[config.mk]
export PLATFORM = sky130hd
export DESIGN_NAME = if_fetch_unit
export DESIGN_NICKNAME = d
export VERILOG_FILES = /design/src/rtl/if_fetch_unit.sv
export SDC_FILE = /design/constraint.sdc
export NUM_CORES = 1
export LEC_CHECK = 0
export ABC_AREA = 1
export BUFFER_PORTS_ARGS = -buffer_cell sky130_fd_sc_hd__buf_2
export CELL_PAD_IN_SITES_DETAIL_PLACEMENT = 1
export CELL_PAD_IN_SITES_GLOBAL_PLACEMENT = 1
export CORE_ASPECT_RATIO = 1.5
export CORE_MARGIN = 2
export CORE_UTILIZATION = 30
export DETAILED_ROUTE_END_ITERATION = 7
export PLACE_DENSITY = 0.8
export SYNTH_ARGS = -nofsm -noshare
export SYNTH_HDL_FRONTEND = slang
export SYNTH_SLANG_ARGS = --single-unit
[constraint.sdc]
create_clock -name clk -period 1.5 [get_ports clk]
set_input_delay 0.15 -clock clk [delete_from_list [all_inputs] [get_ports clk]]
set_output_delay 0.15 -clock clk [all_outputs]
set_load 0.05 [all_outputs]
[src/rtl/if_fetch_unit.sv]
// Fetch stage: owns the fetch PC, one-deep imem request port and 1-entry inst buffer.
// Optional FETCH_MISALIGN_TRAP_EN: word-align redirect targets and pulse misalign_o.
module if_fetch_unit #(
  parameter int                   CPU_WIDTH  = 32,
  parameter int                   FLOW_WIDTH = 2,
  parameter logic [CPU_WIDTH-1:0] RESET_PC   = '0
) (
  input  logic                  clk,
  input  logic                  rst,
  input  logic [FLOW_WIDTH-1:0] flow_pc_i,
  input  logic                  next_pc_four_i,
  input  logic [CPU_WIDTH-1:0]  next_pc_i,
  output logic                  req_valid_o,
  output logic [CPU_WIDTH-1:0]  req_addr_o,
  input  logic                  req_ready_i,
  input  logic                  rsp_valid_i,
  input  logic [CPU_WIDTH-1:0]  rsp_data_i,
  output logic                  inst_valid_o,
  output logic [CPU_WIDTH-1:0]  inst_o,
  output logic [CPU_WIDTH-1:0]  inst_pc_o,
  output logic                  fetch_pc_hold_o
`ifdef FETCH_MISALIGN_TRAP_EN
  ,
  output logic                  misalign_o
`endif
);

  // flow_pc_i: 0 work, 1 stop, 2 refresh; 3 behaves like stop
  localparam logic [FLOW_WIDTH-1:0] FLOW_WORK    = FLOW_WIDTH'(0);
  localparam logic [FLOW_WIDTH-1:0] FLOW_REFRESH = FLOW_WIDTH'(2);
  localparam logic [CPU_WIDTH-1:0]  NOP          = CPU_WIDTH'(32'h0000_0013);

  typedef enum logic [1:0] {
    S_REQ,
    S_WAIT,
    S_DROP
  } state_e;

  state_e               state_q, state_d;
  logic [CPU_WIDTH-1:0] pc_q, pc_d;
  logic [CPU_WIDTH-1:0] inst_q, inst_d;
  logic [CPU_WIDTH-1:0] ipc_q, ipc_d;
  logic                 full_q, full_d;

  logic                 work;
  logic                 redirect;
  logic                 refresh;
  logic                 flush;
  logic                 consume;
  logic                 accept;
  logic                 capture;
  logic [CPU_WIDTH-1:0] target;

  assign work     = flow_pc_i == FLOW_WORK;
  assign redirect = work & ~next_pc_four_i;
  assign refresh  = flow_pc_i == FLOW_REFRESH;
  assign flush    = redirect | refresh;
  assign consume  = work & full_q;

  // never prefetch past the single buffered word
  assign req_valid_o = (state_q == S_REQ) & ~full_q & ~rst;
  assign req_addr_o  = pc_q;
  assign accept      = req_valid_o & req_ready_i;
  assign capture     = (state_q == S_WAIT) & rsp_valid_i & ~flush;

  assign inst_valid_o    = full_q;
  assign inst_o          = inst_q;
  assign inst_pc_o       = ipc_q;
  assign fetch_pc_hold_o = ~full_q;

`ifdef FETCH_MISALIGN_TRAP_EN
  logic mis_q;

  assign target     = {next_pc_i[CPU_WIDTH-1:2], 2'b00};
  assign misalign_o = mis_q;

  always_ff @(posedge clk) begin
    if (rst) mis_q <= 1'b0;
    else     mis_q <= redirect & (|next_pc_i[1:0]);
  end
`else
  assign target = next_pc_i;
`endif

  always_comb begin
    state_d = state_q;
    pc_d    = pc_q;
    inst_d  = inst_q;
    ipc_d   = ipc_q;
    full_d  = full_q;

    unique case (state_q)
      S_REQ:  if (accept) state_d = flush ? S_DROP : S_WAIT;
      S_WAIT: begin
        if (rsp_valid_i) state_d = S_REQ;
        else if (flush)  state_d = S_DROP;
      end
      S_DROP: if (rsp_valid_i) state_d = S_REQ;
      default: state_d = S_REQ;
    endcase

    if (flush | consume) full_d = 1'b0;
    if (capture) begin
      full_d = 1'b1;
      inst_d = rsp_data_i;
      ipc_d  = pc_q;
    end

    if (redirect)     pc_d = target;
    else if (consume) pc_d = ipc_q + CPU_WIDTH'(4);
  end

  always_ff @(posedge clk) begin
    if (rst) begin
      state_q <= S_REQ;
      pc_q    <= RESET_PC;
      inst_q  <= NOP;
      ipc_q   <= RESET_PC;
      full_q  <= 1'b0;
    end else begin
      state_q <= state_d;
      pc_q    <= pc_d;
      inst_q  <= inst_d;
      ipc_q   <= ipc_d;
      full_q  <= full_d;
    end
  end

endmodule

==> metrics.txt <==
outcome finished clean; worst r2r path cells 10; Die Ht ~160 um; DRC errors left 0; vias post-DR 5332; post-synth top area share 0.435; Synth Area in XOR/XNOR 0.0211; DP HPWL ~12000 um; CTS sink cnt just under 100; final-report hold violation count 0; Nets 956; max-cap violations 0; clk buf depth 2; clk slew on worst S/H paths roughly 80 ps; Synthesized Nets ~750; worst hold path class in -> reg; site row count 55; type of the worst setup path reg -> reg; Synth async-reset ratio 0; worst-margin pin slew 377 ps; Boundary Pins 170; Critical Path AT ~1700 ps; Overall Power around 6.1 mW; drt via density 4.90; Tcrit/Tclk final 0.984; Ys Warns 0; CP Max Fanout 6; Main synth FF type dfxtp_1; nature of the critical path startpoint flop; average size of a mapped cell roughly 6.7 um^2; multiplexer share of the synthesized area 0; Yosys top cell by area dfxtp_1; Setup crit end kind flop; cell area power density 917 mW/mm^2; Layout area overhead 46.2%; global-route wire length before repair 26800 um; Critical Path RT 1740 ps; maximum clock frequency between 600 and 700 MHz; Worst slew margin 0.749; Static Leak approximately 3.3 nW; post-synthesis register bit count 99; Die X around 100 um; synthesized area around 0.0046 mm^2; post-synthesis cell count approximately 680; Initial Utilization 0.304; clk root buf clkbuf_16; vias in the first global route 5349; Synth Area in Simple Gates 0.271; die area between 0.015 and 0.02 mm^2; Min Clock Period, post-route 1480 ps; Peak VDD IR 0.000549 V; Cells after DPL approximately 1100; routed len/inst 16.6 um; H-tree Lvls 3; latest clock arrival within the worst-skew pair between 300 and 400 ps; initial DRC count between 150 and 200; Inserted Clock Buffers 9; gr usage total 0.206; Finish-stage setup viols 0; drt pass-1 iters 5; core footprint roughly 0.015 mm^2; Slew Viols, Final 0; Compound-Gate Fraction of Synth Area 0.182; initial antenna violation count 0; GRT overflow 0; largest family of logic cells by synthesized area simple AND/OR/NAND/NOR gates; register area share after synthesis 0.435; setup_tns 0 ps; Worst Hold Depth 3; Post-synth top cells nand2_1, nor2_1, dfxtp_1, o21ai_0, inv_1; antenna-violating nets left 0; Post-Synth Adder-Cell Area 0.00274; Post-synth EDFFs 0; Antenna Cells 0; largest net degree at the start of global routing 47; non-filler cells, final approximately 1100; CTS tree yes; most frequent cell after synthesis nand2_1; Netlist cell types 27; Routed WL between 15000 and 20000 um; IO buf count 169; Worst Clk Skew 8.78 ps; layout cells sized above 1 0.352; synth top area cells dfxtp_1, nand2_1, o21ai_0, nor2_1, a21oi_1; RSZ-0062 raised after global routing yes; gpl congestion between 0.8 and 0.9
-- logic make-up after synthesis --
kind of cell | count (synthesis)
flip-flops | 99
adder cells (fa/ha/maj) | 1
buffers and inverters | 99
XOR/XNOR | 11
AO/OA/AOI/OAI | 160
AND/OR/NAND/NOR | 309
-- through the flow --
step	cell area, um^2	utilization	hold slack, ps	setup WS (ps)
floorplan	4630	-	276	-85.3
global placement	5980	0.398	362	-72.2
detailed placement	5980	0.398	370	-60.4
CTS	6320	0.421	5.61	-6.90
global route	6670	0.444	8.30	-86.4
finish	6670	0.444	14.2	24.6
-- cell usage in the layout, fill, tap and decap left out, types with 2 or more instances in the layout --
master	n
a21oi_1	50
a31oi_1	7
and2_1	2
buf_12	8
buf_2	168
buf_4	45
clkbuf_16	13
dfxtp_1	72
dfxtp_2	14
dfxtp_4	13
dlygate4sd3_1	2
inv_1	61
inv_2	3
inv_6	2
inv_8	3
nand2_1	138
nand2_2	10
nand2_4	4
nand3_1	31
nor2_1	100
nor2_2	11
nor2_4	10
o2111ai_1	2
o211ai_1	3
o21ai_0	84
o21ai_1	11
xnor2_1	2
xor2_1	9
-- sequential cells by signal (all words and copies together), names as in the netlist --
signal,cells
inst_o,32
inst_pc_o,32
req_addr_o,32
inst_valid_o,1
state_q,2
-- layout make-up --
| cell class | count | area (um^2) |
|---|---|---|
| fillers | 1953 | 8340 |
| multi-input cells | 481 | 2350 |
| flip-flops and latches | 99 | 2050 |
| repair buffers | 228 | 1470 |
| well taps | 199 | 249 |
| inverters | 65 | 246 |
| clock buffers | 9 | 225 |
| clock inverters | 7 | 76.3 |
-- where the power goes --
| part | switching, mW | internal [mW] |
|---|---|---|
| logic | 0.647 | 0.297 |
| registers | 0.0795 | 2.70 |
| clock network | 1.19 | 1.19 |
| total | 1.92 | 4.19 |
-- layer usage --
metal,track usage,vias up,part of all wire
li1,-,2587,-
met1,0.223,2580,0.39
met2,0.383,133,0.53
met3,0.0499,32,0.051
met4,0.0825,0,0.030
met5,0,-,0
-- path summary, 6_finish.rpt --
| kind | startpoint | end | slack, ps |
|---|---|---|---|
| worst min-delay path | rsp_data_i[4] | inst_o[4] | 10 |
| worst min register to register | inst_o[0] | inst_o[0] | 460 |
| worst max-delay path | inst_pc_o[13] | req_addr_o[30] | 20 |
| worst max register to register | inst_pc_o[13] | req_addr_o[30] | 20 |
-- worst max-delay path, stage by stage (launching register included) --
cell and delay, ps:
dfxtp_4 390, nand2_1 100, nor2_2 170, nand2_2 100, nor2_4 160, buf_4 140
nand2_1 50, nand2_1 60, nand3_1 70, nand2_1 80, a21oi_1 50
-- timing repair --
action / 4_1_cts / 5_1_grt
setup buffers: 0 / 10
cloned: 0 / 4
endpoints found under the setup margin: 13 / 61
pin swaps: 0 / 22
endpoints found under the hold margin: 2 / 0
resized for setup: 6 / 68
hold buffers: 2 / 0
Note: power is estimated with default switching activity, not from simulation.
